### config.mk
export PLATFORM = sky130hd
export DESIGN_NAME = rf_wb_arbiter
export DESIGN_NICKNAME = d
export VERILOG_FILES = /design/src/rtl/rf_wb_arbiter.sv
export SDC_FILE = /design/constraint.sdc
export NUM_CORES = 1
export LEC_CHECK = 0
export BUFFER_PORTS_ARGS = -buffer_cell sky130_fd_sc_hd__buf_2
export CORE_ASPECT_RATIO = 0.6
export CORE_UTILIZATION = 56
export DETAILED_ROUTE_END_ITERATION = 8
export PLACE_DENSITY = 0.85
export SYNTH_ARGS = -nofsm -noshare
export SYNTH_HDL_FRONTEND = slang
export SYNTH_SLANG_ARGS = --single-unit
### constraint.sdc
create_clock -name clk -period 7.75 [get_ports clk]
set_input_delay 1.9375 -clock clk [delete_from_list [all_inputs] [get_ports clk]]
set_output_delay 1.9375 -clock clk [all_outputs]
set_load 0.02 [all_outputs]
### src/rtl/rf_wb_arbiter.sv
// Register-file writeback arbiter and long-latency scoreboard.
// Shares the single RF write port between the ALU path (always wins) and a
// small FIFO of long-unit results. It tracks outstanding long writes and
// stalls issue on RAW/WAW hazards against them.
module rf_wb_arbiter #(
  parameter int XLEN       = 32,
  parameter int DEPTH      = 2,
  parameter int STARVE_MAX = 4
) (
  input  logic            clk,
  input  logic            res,
  input  logic            iss_valid,
  input  logic            iss_long,
  input  logic [4:0]      iss_rd,
  input  logic [4:0]      iss_rs1,
  input  logic [4:0]      iss_rs2,
  output logic            stall,
  input  logic            alu_wr_en,
  input  logic [4:0]      alu_rd,
  input  logic [XLEN-1:0] alu_data,
  input  logic            lu_valid,
  output logic            lu_ready,
  input  logic [4:0]      lu_rd,
  input  logic [XLEN-1:0] lu_data,
  output logic            wb_hold,
  output logic            rf_wr_en,
  output logic [4:0]      rd_addr,
  output logic [XLEN-1:0] wr_data,
  output logic [31:0]     busy
);

  localparam int PW = (DEPTH > 1) ? $clog2(DEPTH) : 1;
  localparam int CW = $clog2(DEPTH + 1);
  localparam int SW = $clog2(STARVE_MAX + 1);
  localparam logic [CW-1:0] DEPTH_C  = CW'(DEPTH);
  localparam logic [SW-1:0] STARVE_C = SW'(STARVE_MAX);

  // Control state (reset)
  logic [31:0]     busy_q,       busy_d;
  logic [CW-1:0]   count_q,      count_d;
  logic [PW-1:0]   wr_ptr_q,     wr_ptr_d;
  logic [PW-1:0]   rd_ptr_q,     rd_ptr_d;
  logic [SW-1:0]   starve_cnt_q, starve_cnt_d;
  logic            wb_hold_q,    wb_hold_d;

  // FIFO payload (not reset; validity is carried by count_q)
  logic [4:0]      fifo_rd_q   [DEPTH];
  logic [4:0]      fifo_rd_d   [DEPTH];
  logic [XLEN-1:0] fifo_data_q [DEPTH];
  logic [XLEN-1:0] fifo_data_d [DEPTH];

  logic            push;
  logic            pop;
  logic            fifo_empty;
  logic            iss_accept;
  logic [4:0]      head_rd;
  logic [XLEN-1:0] head_data;

  assign fifo_empty = (count_q == '0);
  assign head_rd    = fifo_rd_q[rd_ptr_q];
  assign head_data  = fifo_data_q[rd_ptr_q];
  assign lu_ready   = (count_q < DEPTH_C);
  assign push       = lu_valid && lu_ready;
  assign stall      = iss_valid && (busy_q[iss_rs1] || busy_q[iss_rs2] || busy_q[iss_rd]);
  assign iss_accept = iss_valid && !stall;
  assign busy       = busy_q;
  assign wb_hold    = wb_hold_q;

  // Write-port mux: ALU has priority, otherwise drain the FIFO head.
  always_comb begin
    rf_wr_en = 1'b0;
    rd_addr  = 5'd0;
    wr_data  = '0;
    pop      = 1'b0;
    if (alu_wr_en) begin
      rf_wr_en = (alu_rd != 5'd0);
      rd_addr  = alu_rd;
      wr_data  = alu_data;
    end else if (!fifo_empty) begin
      pop      = 1'b1;
      rf_wr_en = (head_rd != 5'd0);
      rd_addr  = head_rd;
      wr_data  = head_data;
    end
  end

  // Scoreboard update: pop clears, accepted long issue sets (set wins).
  always_comb begin
    busy_d = busy_q;
    if (pop) begin
      busy_d[head_rd] = 1'b0;
    end
    if (iss_accept && iss_long && (iss_rd != 5'd0)) begin
      busy_d[iss_rd] = 1'b1;
    end
    busy_d[0] = 1'b0;
  end

  // FIFO pointers, occupancy and payload writes.
  always_comb begin
    wr_ptr_d    = wr_ptr_q;
    rd_ptr_d    = rd_ptr_q;
    count_d     = count_q;
    fifo_rd_d   = fifo_rd_q;
    fifo_data_d = fifo_data_q;
    if (push) begin
      fifo_rd_d[wr_ptr_q]   = lu_rd;
      fifo_data_d[wr_ptr_q] = lu_data;
      wr_ptr_d              = wr_ptr_q + PW'(1);
    end
    if (pop) begin
      rd_ptr_d = rd_ptr_q + PW'(1);
    end
    case ({push, pop})
      2'b10:   count_d = count_q + CW'(1);
      2'b01:   count_d = count_q - CW'(1);
      default: count_d = count_q;
    endcase
  end

  // Starvation tracking: count deferred head cycles, then request an ALU hold.
  always_comb begin
    starve_cnt_d = starve_cnt_q;
    wb_hold_d    = wb_hold_q;
    if (fifo_empty || pop) begin
      starve_cnt_d = '0;
      wb_hold_d    = 1'b0;
    end else begin
      if (starve_cnt_q != STARVE_C) begin
        starve_cnt_d = starve_cnt_q + SW'(1);
      end
      if (starve_cnt_q == STARVE_C) begin
        wb_hold_d = 1'b1;
      end
    end
  end

  // Control registers with synchronous reset.
  always_ff @(posedge clk) begin
    if (res) begin
      busy_q       <= '0;
      count_q      <= '0;
      wr_ptr_q     <= '0;
      rd_ptr_q     <= '0;
      starve_cnt_q <= '0;
      wb_hold_q    <= 1'b0;
    end else begin
      busy_q       <= busy_d;
      count_q      <= count_d;
      wr_ptr_q     <= wr_ptr_d;
      rd_ptr_q     <= rd_ptr_d;
      starve_cnt_q <= starve_cnt_d;
      wb_hold_q    <= wb_hold_d;
    end
  end

  // FIFO payload storage.
  always_ff @(posedge clk) begin
    fifo_rd_q   <= fifo_rd_d;
    fifo_data_q <= fifo_data_d;
  end

endmodule

After elaboration in Yosys (flattened, before gate mapping)
Index checks and enable logic that the tools add are counted.
{"block": "word_totals", "regBits": 114, "inputBits": 95, "out_inout_bits": 73}
{"block": "classes", "addsub": 5, "order_cmp": 10, "n_eq_ne": 4, "n_mux": 33, "n_bitwise": 5, "reduce_logical": 18}
{"op": "2-to-1 mux 32 bit", "count": 8}
{"op": "bitwise mux 64 bit", "count": 1}
{"op": "AND 32 bit", "count": 1}
{"op": "demux 32 bit (select 1 bit)", "count": 1}
{"op": "inverter 32 bit", "count": 1}
{"op": "OR 32 bit", "count": 1}
{"op": "2-to-1 mux 5 bit", "count": 6}
{"op": "< comparator 5 x 6 -> 1 bit (second input constant)", "count": 4}
{"op": "binary-select mux 1 bit (select 5 bit)", "count": 3}
{"op": "nonzero test 5 bit", "count": 3}
{"op": "bitwise mux 10 bit", "count": 1}
{"op": "demux 1 bit (select 5 bit)", "count": 2}
{"op": "greater-or-equal comparator 5 x 1 -> 1 bit (second input constant)", "count": 2}
{"op": "2-to-1 mux 1 bit", "count": 9}
{"op": "logical AND 1 bit", "count": 8}
{"op": "demux 5 bit (select 1 bit)", "count": 1}
{"op": "greater-or-equal comparator 2 bit (second input constant)", "count": 2}
{"op": "inverter 1 -> 2 bit", "count": 2}
{"op": "one-hot mux 2 bit (2 select lines)", "count": 1}
{"op": "adder 3 x 1 -> 3 bit (second input constant)", "count": 1}
{"op": "== test 3 bit (second input constant)", "count": 1}
{"op": "logical OR 1 bit", "count": 3}
{"op": "!= test 3 bit (second input constant)", "count": 1}
{"op": "adder 1 bit (second input constant)", "count": 2}
{"op": "10 further kinds", "count": 10}

Depth between registers and ports, before layout
Gate-level depths: netlist of the first run.
{"block": "logic_depth", "ltp_word": 13, "mapped_depth": 10}

Worst setup path after synthesis of the first run
No wires, ideal clock.
{"block": "synth_timing", "kind": "input-to-output", "start": "input iss_rs1[2]", "end": "output stall", "arrival_ps": 3496, "required_ps": 5812, "setup_slack_ps": 2317, "stages": 8, "n_path_buf": 2, "cell_sequence": "clkbuf_1 -> buf_2 -> mux2i_1 -> nand3_1 -> o311ai_1 -> o41ai_1 -> nor3_2 -> a31oi_1"}
{"block": "synth_between", "elab_chain_len": 5}
{"item": "from (decl)", "line_no": "15", "rtl": "input logic [4:0] iss_rs1,"}
{"item": "binary-select mux 1 bit (select 5 bit)", "line_no": "64", "rtl": "assign stall = iss_valid && (busy_q[iss_rs1] || busy_q[iss_rs2] || busy_q[iss_rd]);"}
{"item": "2-to-1 mux 1 bit (not written as such)", "line_no": "64"}
{"item": "logical OR 1 bit (2 in series)", "line_no": "64"}
{"item": "logical AND 1 bit", "line_no": "64"}
{"item": "to (decl)", "line_no": "17", "rtl": "output logic stall,"}
Every way passes these cells. The select of a mux whose other input is x is not followed.

Worst setup path in the final report of the first run
{"block": "layout_timing", "start": "input iss_rs2[1]", "end": "output stall"}
{"block": "layout_between", "elab_chain_len": 5}
{"item": "from (decl)", "line_no": "16", "rtl": "input logic [4:0] iss_rs2,"}
{"item": "binary-select mux 1 bit (select 5 bit)", "line_no": "64"}
{"item": "2-to-1 mux 1 bit (not written as such)", "line_no": "64"}
{"item": "logical OR 1 bit (2 in series)", "line_no": "64"}
{"item": "logical AND 1 bit", "line_no": "64"}
Every way passes these cells. The select of a mux whose other input is x is not followed.

==> key figures, run 1 <==
Outcome
  – Status: finished clean

Clocking
  – CTS max path bufs: 2
  – H-Tree Depth: 4
  – CTS buffer count: 17
  – Root buf cell: clkbuf_16
  – Hold_buf cts: 0
  – Post-CTS Repair Setup Buffers: 0
  – Reg clk slew, reported paths: approximately 0.05 ns
  – CTS tree: built
  – Clock latency on the worst-skew pair: about 0.41 ns
  – Clock Sinks: about 110
  – PostCTS Resize Cnt: 0

Floorplanning
  – Die footprint: between 0.01 and 0.015 sq mm
  – Width of the die: ~130 microns
  – Initial Util: approximately three fifths
  – Core area: between 0.009 and 0.01 sq mm
  – Die H: approximately 81 microns
  – # rows: 28
  – # IOs: about 170

Synth
  – Mapped Area: approximately 0.0058 sq mm
  – Mapped Cells: 529
  – Number of synthesized flops with an enable pin: 74
  – Top cell type's share of synthesized area: a little under two fifths
  – Yosys warns: 0
  – Register area share after synthesis: between 50% and 60%
  – Yosys reg bits: about 110
  – Most instantiated library cell after synthesis: nand2_1
  – Commonest cells post-synth: 77 x nand2_1, 74 x edfxtp_1, 59 x mux2i_1, 40 x o21ai_0, 39 x dfxtp_1
  – Syn nets: between 600 and 700
  – Post-synth cell types: 56
  – Syn_area_per_cell: around 11 sq um
  – Synth Flop Type: edfxtp_1
  – Asr flop ratio synth: 0%
  – Top post-synthesis cells by area: edfxtp_1 38%, dfxtp_1 13%, mux2i_1 10%
  – Largest area contributor in the netlist: edfxtp_1

Placed design
  – RD Place Congestion: approximately 0.91
  – HPWL after detailed placement: ~11000 microns
  – Buffers on Ports: ~170
  – DP Area: between 0.006 and 0.007 sq mm
  – # placed instances: about 800
  – Place WS: between 2 and 2.5 ns

Worst setup path
  – Setup crit end kind: primary output
  – CP most frequent cell: buf_2
  – CP Cell Sequence: buf_2, mux2_4, a221oi_2, a2111oi_0, a41o_1, nor3_4, a31oi_1, buf_2
  – CP max-delay cell: buf_2
  – WP data required: just under 6 ns
  – Critical path class: in2out
  – Critical Path AT: between 3 and 4 ns
  – Worst path max stage delay: 0.36 ns
  – Worst Setup Start Kind: input port
  – Crit-path max FO: 18

Timing
  – Setup_tns: 0 ns
  – Finish-stage setup viols: 0
  – Highest Clock Rate: 175 MHz
  – Final min period: approximately 5.7 ns
  – RSZ-0062 raised after global routing: no
  – Period utilization: approximately three quarters
  – Setup WS post-layout: between 2 and 2.5 ns
  – Worst Max-Slew Pin Slew: around 1.1 ns
  – Worst Skew: roughly 0.0090 ns
  – Final max-slew violation count: 0
  – Fin. Hold Viols: 0
  – Slew headroom: between 20% and 30%

Finish
  – Filler cells: 646
  – Fin cells: between 800 and 900
  – Proportion of layout cells with a drive suffix above 1: between 30% and 40%
  – Nets: ~800
  – Post-route cell area: approximately 0.0072 sq mm
  – Synth-to-Final Area Change: 24.9%

Routing
  – Met2 wire len: 7300 microns
  – Vias per inst: 6.07
  – Post-Route WL: between 15000 and 20000 microns
  – Post-DRT Antenna Nets: 0
  – Met1 WL: ~6600 microns
  – Metal3 WL: 1720 microns
  – WL/cell: 19.2 microns
  – Highest metal used: met5
  – Total iterations of the first detailed-routing run: 7
  – Initial drt markers: 712
  – Vias: ~5000
  – DRC: 0

Global routing
  – GRT Util Overall: between 30 and 40%
  – Initial antenna violation count: 2
  – Total congestion overflow: 0
  – Via count of the first global-routing pass: approximately 4700
  – First-pass GRT wire length: ~25000 microns
  – Largest net degree at the start of global routing: just over 40

Power
  – Peak VDD IR: roughly 220 uV
  – PwrDens: ~280 mW/mm^2
  – Leakage power: around 0.0028 uW

Run
  – Max Cap Viol: 0

Min path
  – Min-Delay Path Class: reg2reg
final cells by class:
type	count	area, sq um	area share (%)
inverters	11	41.3	0.571
flip-flops and latches	113	3000	41.5
diodes	1	2.50	0.0346
clock inverters	13	163	2.25
repair buffers	168	846	11.7
clock buffers	19	433	5.98
multi-input cells	368	2580	35.6
well taps	135	169	2.33
report_power, final:
part           switching, uW  internal, uW
Sequential              41.5           738
Clock                    277           504
Combinational            325           166
critical path, delay by kind of cell:
kind	cells	cell delay [ns]
AOI/OAI and AO/OA	4	0.71
buffers and inverters	2	0.55
muxes	1	0.35
and+or+nand+nor	1	0.24
metrics by stage:
stage / hold slack (ns) / utilization (%) / power [uW]
final: 0.497 / 72.7 / 2050
after global routing: 0.529 / 72.7 / 2130
after CTS: 0.488 / 72.7 / 2050
after detailed placement: 0.473 / 66.7 / 1270
after global placement: 0.471 / 66.7 / 1250
after floorplan: 0.460 / - / 1120
sequential cells by signal (all words and copies together), names as in the netlist:
name          count
busy             31
count_q           2
fifo_data_q      64
fifo_rd_q        10
rd_ptr_q          1
starve_cnt_q      3
wb_hold           1
wr_ptr_q          1
path summary, 6_finish.rpt:
path,startpoint,slack [ns],depth (start not counted),endpoint
max,iss_rs2[1],2.03,8,stall
min,wb_hold$_SDFFE_PP0N_,0.50,2,wb_hold$_SDFFE_PP0N_
max reg2reg,busy[24]$_SDFF_PP0_,5.10,7,busy[1]$_SDFF_PP0_
min reg2reg,wb_hold$_SDFFE_PP0N_,0.50,2,wb_hold$_SDFFE_PP0N_
kinds of logic after synthesis:
kind of cell             after synthesis  share of synthesized area, %
XOR/XNOR                               5                         0.756
flip-flops                           113                          51.8
AO/OA/AOI/OAI                        118                          14.3
buffers and inverters                 48                          3.82
multiplexers                          71                          14.1
AND/OR/NAND/NOR                      170                          14.4
other                                  1                        0.0647
adder cells (fa/ha/maj)                3                         0.648
routing by layer:
| metal | GRT usage, % | vias to the layer above |
|---|---|---|
| met3 | 9.18 | 34 |
| met2 | 47.7 | 309 |
| met1 | 40.4 | 2380 |
| met5 | 0 | - |
| li1 | - | 2302 |
| met4 | 10.0 | 2 |
cell usage in the layout, fill, tap and decap left out, drive strengths merged, types with 3 or more instances in the layout:
cell,netlist,routed
o311ai,6,6
nand2,77,77
and2,3,3
a21oi,8,8
clkinv,0,4
nand3,27,27
clkinvlp,0,5
clkbuf,21,19
nand4b,3,3
ha,3,3
edfxtp,74,74
nor2b,14,14
nand3b,6,6
nor3,9,9
o211ai,12,12
mux2,4,4
inv,11,12
dfxtp,39,39
a2111oi,5,5
o31ai,31,31
xnor2,3,3
o21ai,40,40
buf,16,168
mux2i,59,59
bufinv,0,3
nand2b,6,6
o22ai,3,3
mux4,8,8
nor2,16,16
No activity file was read; power rests on OpenSTA's default activity.
==> run 2, diff against run 1 <==
Settings changed: CORE_UTILIZATION 56 to 47, PLACE_DENSITY 0.85 to 0.76.
Clock period 7.75 ns to 5.1 ns, I/O delays scaled along.
==> key figures, run 2 (same netlist as run 1, synthesis figures left out) <==
Outcome
  – Status: finished clean

Timing
  – Setup_tns: 0 ns (unchanged)
  – Period utilization: about 87%
  – Worst Max-Slew Pin Slew: 1.13 ns (+0.0444 ns)
  – Worst Skew: 0.00775 ns (-0.00123 ns)
  – Fin. Hold Viols: 0 (unchanged)
  – Highest Clock Rate: 226 MHz
  – Finish-stage setup viols: 0 (unchanged)
  – RSZ-0062 raised after global routing: no
  – Slew headroom: 24.8% (-3.0 points)
  – Final min period: between 4 and 5 ns
  – Final max-slew violation count: 0 (unchanged)

Global routing
  – Initial antenna violation count: 2 (unchanged)
  – GRT Util Overall: 26.8% (-3.5 points)
  – Via count of the first global-routing pass: 4782 (+1.2%)
  – Total congestion overflow: 0 (unchanged)
  – Largest net degree at the start of global routing: 40 (-2.4%)
  – First-pass GRT wire length: 25800 microns (+5.4%)

Finish
  – Post-layout util: 62.9% (-9.8 points)
  – Commonest cells after routing, fill and taps aside: 166 x buf_2, 77 x nand2_1, 74 x edfxtp_1
  – Max reg flops: 64 (unchanged)
  – Nets: 778 (+0.13%)
  – Proportion of layout cells with a drive suffix above 1: 32.6% (+0.24 points)
  – Synth-to-Final Area Change: 26.4%
  – Biggest register: fifo_data_q
  – Most common cell after layout, fill and taps aside: buf_2

Floorplanning
  – # IOs: 168 (unchanged)
  – Initial Util: 49.8% (-8.4 points)
  – Die footprint: 0.0128 sq mm (+19%)
  – Core area: 0.0116 sq mm (+17%)
  – Width of the die: 145 microns (+9.0%)
  – # rows: 30 (+7.1%)
  – Die H: 88.0 microns (+8.9%)

Routing
  – Post-Route WL: 16900 microns (+6.3%)
  – WL/cell: 19.8 microns (+3.0%)
  – Vias per inst: 5.91 (-2.6%)
  – Initial drt markers: 531 (-25%)
  – Vias: 5056 (+0.58%)
  – Post-DRT Antenna Nets: 0 (unchanged)
  – Total iterations of the first detailed-routing run: 5 (-2)
  – DRC: 0 (unchanged)

Worst setup path
  – Critical Path AT: 3.15 ns (-0.63 ns)
  – Critical path class: in2out
  – Crit-path max FO: 16 (-2)
  – Worst Setup Start Kind: input port
  – WP data required: 3.83 ns (-1.98 ns)
  – Setup crit end kind: primary output

Clocking
  – Clock latency on the worst-skew pair: 0.40 ns (about the same)
  – PostCTS Resize Cnt: 0 (unchanged)
  – Root buf cell: clkbuf_16
  – Hold_buf cts: 0 (unchanged)
  – Post-CTS Repair Setup Buffers: 0 (unchanged)
  – CTS buffer count: 17 (unchanged)
  – CTS max path bufs: 2 (unchanged)
  – CTS tree: built
  – Clock Sinks: 113 (unchanged)
  – H-Tree Depth: 4 (unchanged)
  – Reg clk slew, reported paths: 0.05 ns (about the same)

Min path
  – Min-Delay Path Class: reg2reg

Placed design
  – HPWL after detailed placement: 11800 microns (+7.5%)
  – Buffers on Ports: 166 (unchanged)
  – RD Place Congestion: 0.936 (+2.9%)

Power
  – PwrDens: 437 mW/mm^2 (+54%)
  – Peak VDD IR: 412 uV (+86%)
  – Leakage power: 0.00288 uW (+1.1%)

Run
  – Max Cap Viol: 0 (unchanged)
run 2: area by class of cell:
type	count	area (sq um)
inverter	11	41.3
clock inverter	15	215
tap	160	200
fill	918	4320
clock buffer	17	425
antenna	2	5.00
timing repair buffer	169	853
sequential	113	3000
multi-input combinational	368	2580
run 2: worst paths after layout:
kind / cells after the start / end / startpoint / slack, ns
worst max-delay path: 8 / stall / iss_rs1[2] / 0.68
worst min-delay path: 2 / wb_hold$_SDFFE_PP0N_ / wb_hold$_SDFFE_PP0N_ / 0.47
worst max register to register: 7 / busy[2]$_SDFF_PP0_ / busy[16]$_SDFF_PP0_ / 2.47
worst min register to register: 2 / wb_hold$_SDFFE_PP0N_ / wb_hold$_SDFFE_PP0N_ / 0.47
run 2: stage by stage:
stage               hold slack [ns]  std cells  total power (uW)  cell area, sq um  setup WS, ns
floorplan                     0.460        529              1700              5790         0.992
global placement              0.455        821              1910              6680         0.788
detailed placement            0.458        821              1940              6680         0.721
CTS                           0.471        853              3210              7320         0.705
global route                  0.520        854              3320              7320         0.486
finish                        0.469        855              3200              7320         0.676
run 2: critical path, cell delays in order:
cell and delay [ns]:
buf_2 0.32, mux2i_1 0.31, nor3_1 0.10, o311ai_1 0.28
o41ai_1 0.13, nor3_2 0.42, a31oi_1 0.13, buf_2 0.18
run 2: per-layer routing:
| layer | vias to the layer above | GRT usage (%) | share of wire (%) |
|---|---|---|---|
| li1 | 2303 | - | - |
| met1 | 2416 | 36.4 | 43 |
| met2 | 296 | 39.9 | 44 |
| met3 | 39 | 8.39 | 11 |
| met4 | 2 | 11.5 | 2.2 |
| met5 | - | 0 | 0.059 |
run 2: report_power, final:
| group | leakage, uW | switching [uW] | internal (uW) | total [uW] |
|---|---|---|---|---|
| Combinational | 0.00157 | 498 | 253 | 751 |
| Sequential | 0.00101 | 53.8 | 1120 | 1180 |
| Clock | 0.000300 | 410 | 862 | 1270 |
| Total | 0.00288 | 962 | 2240 | 3200 |
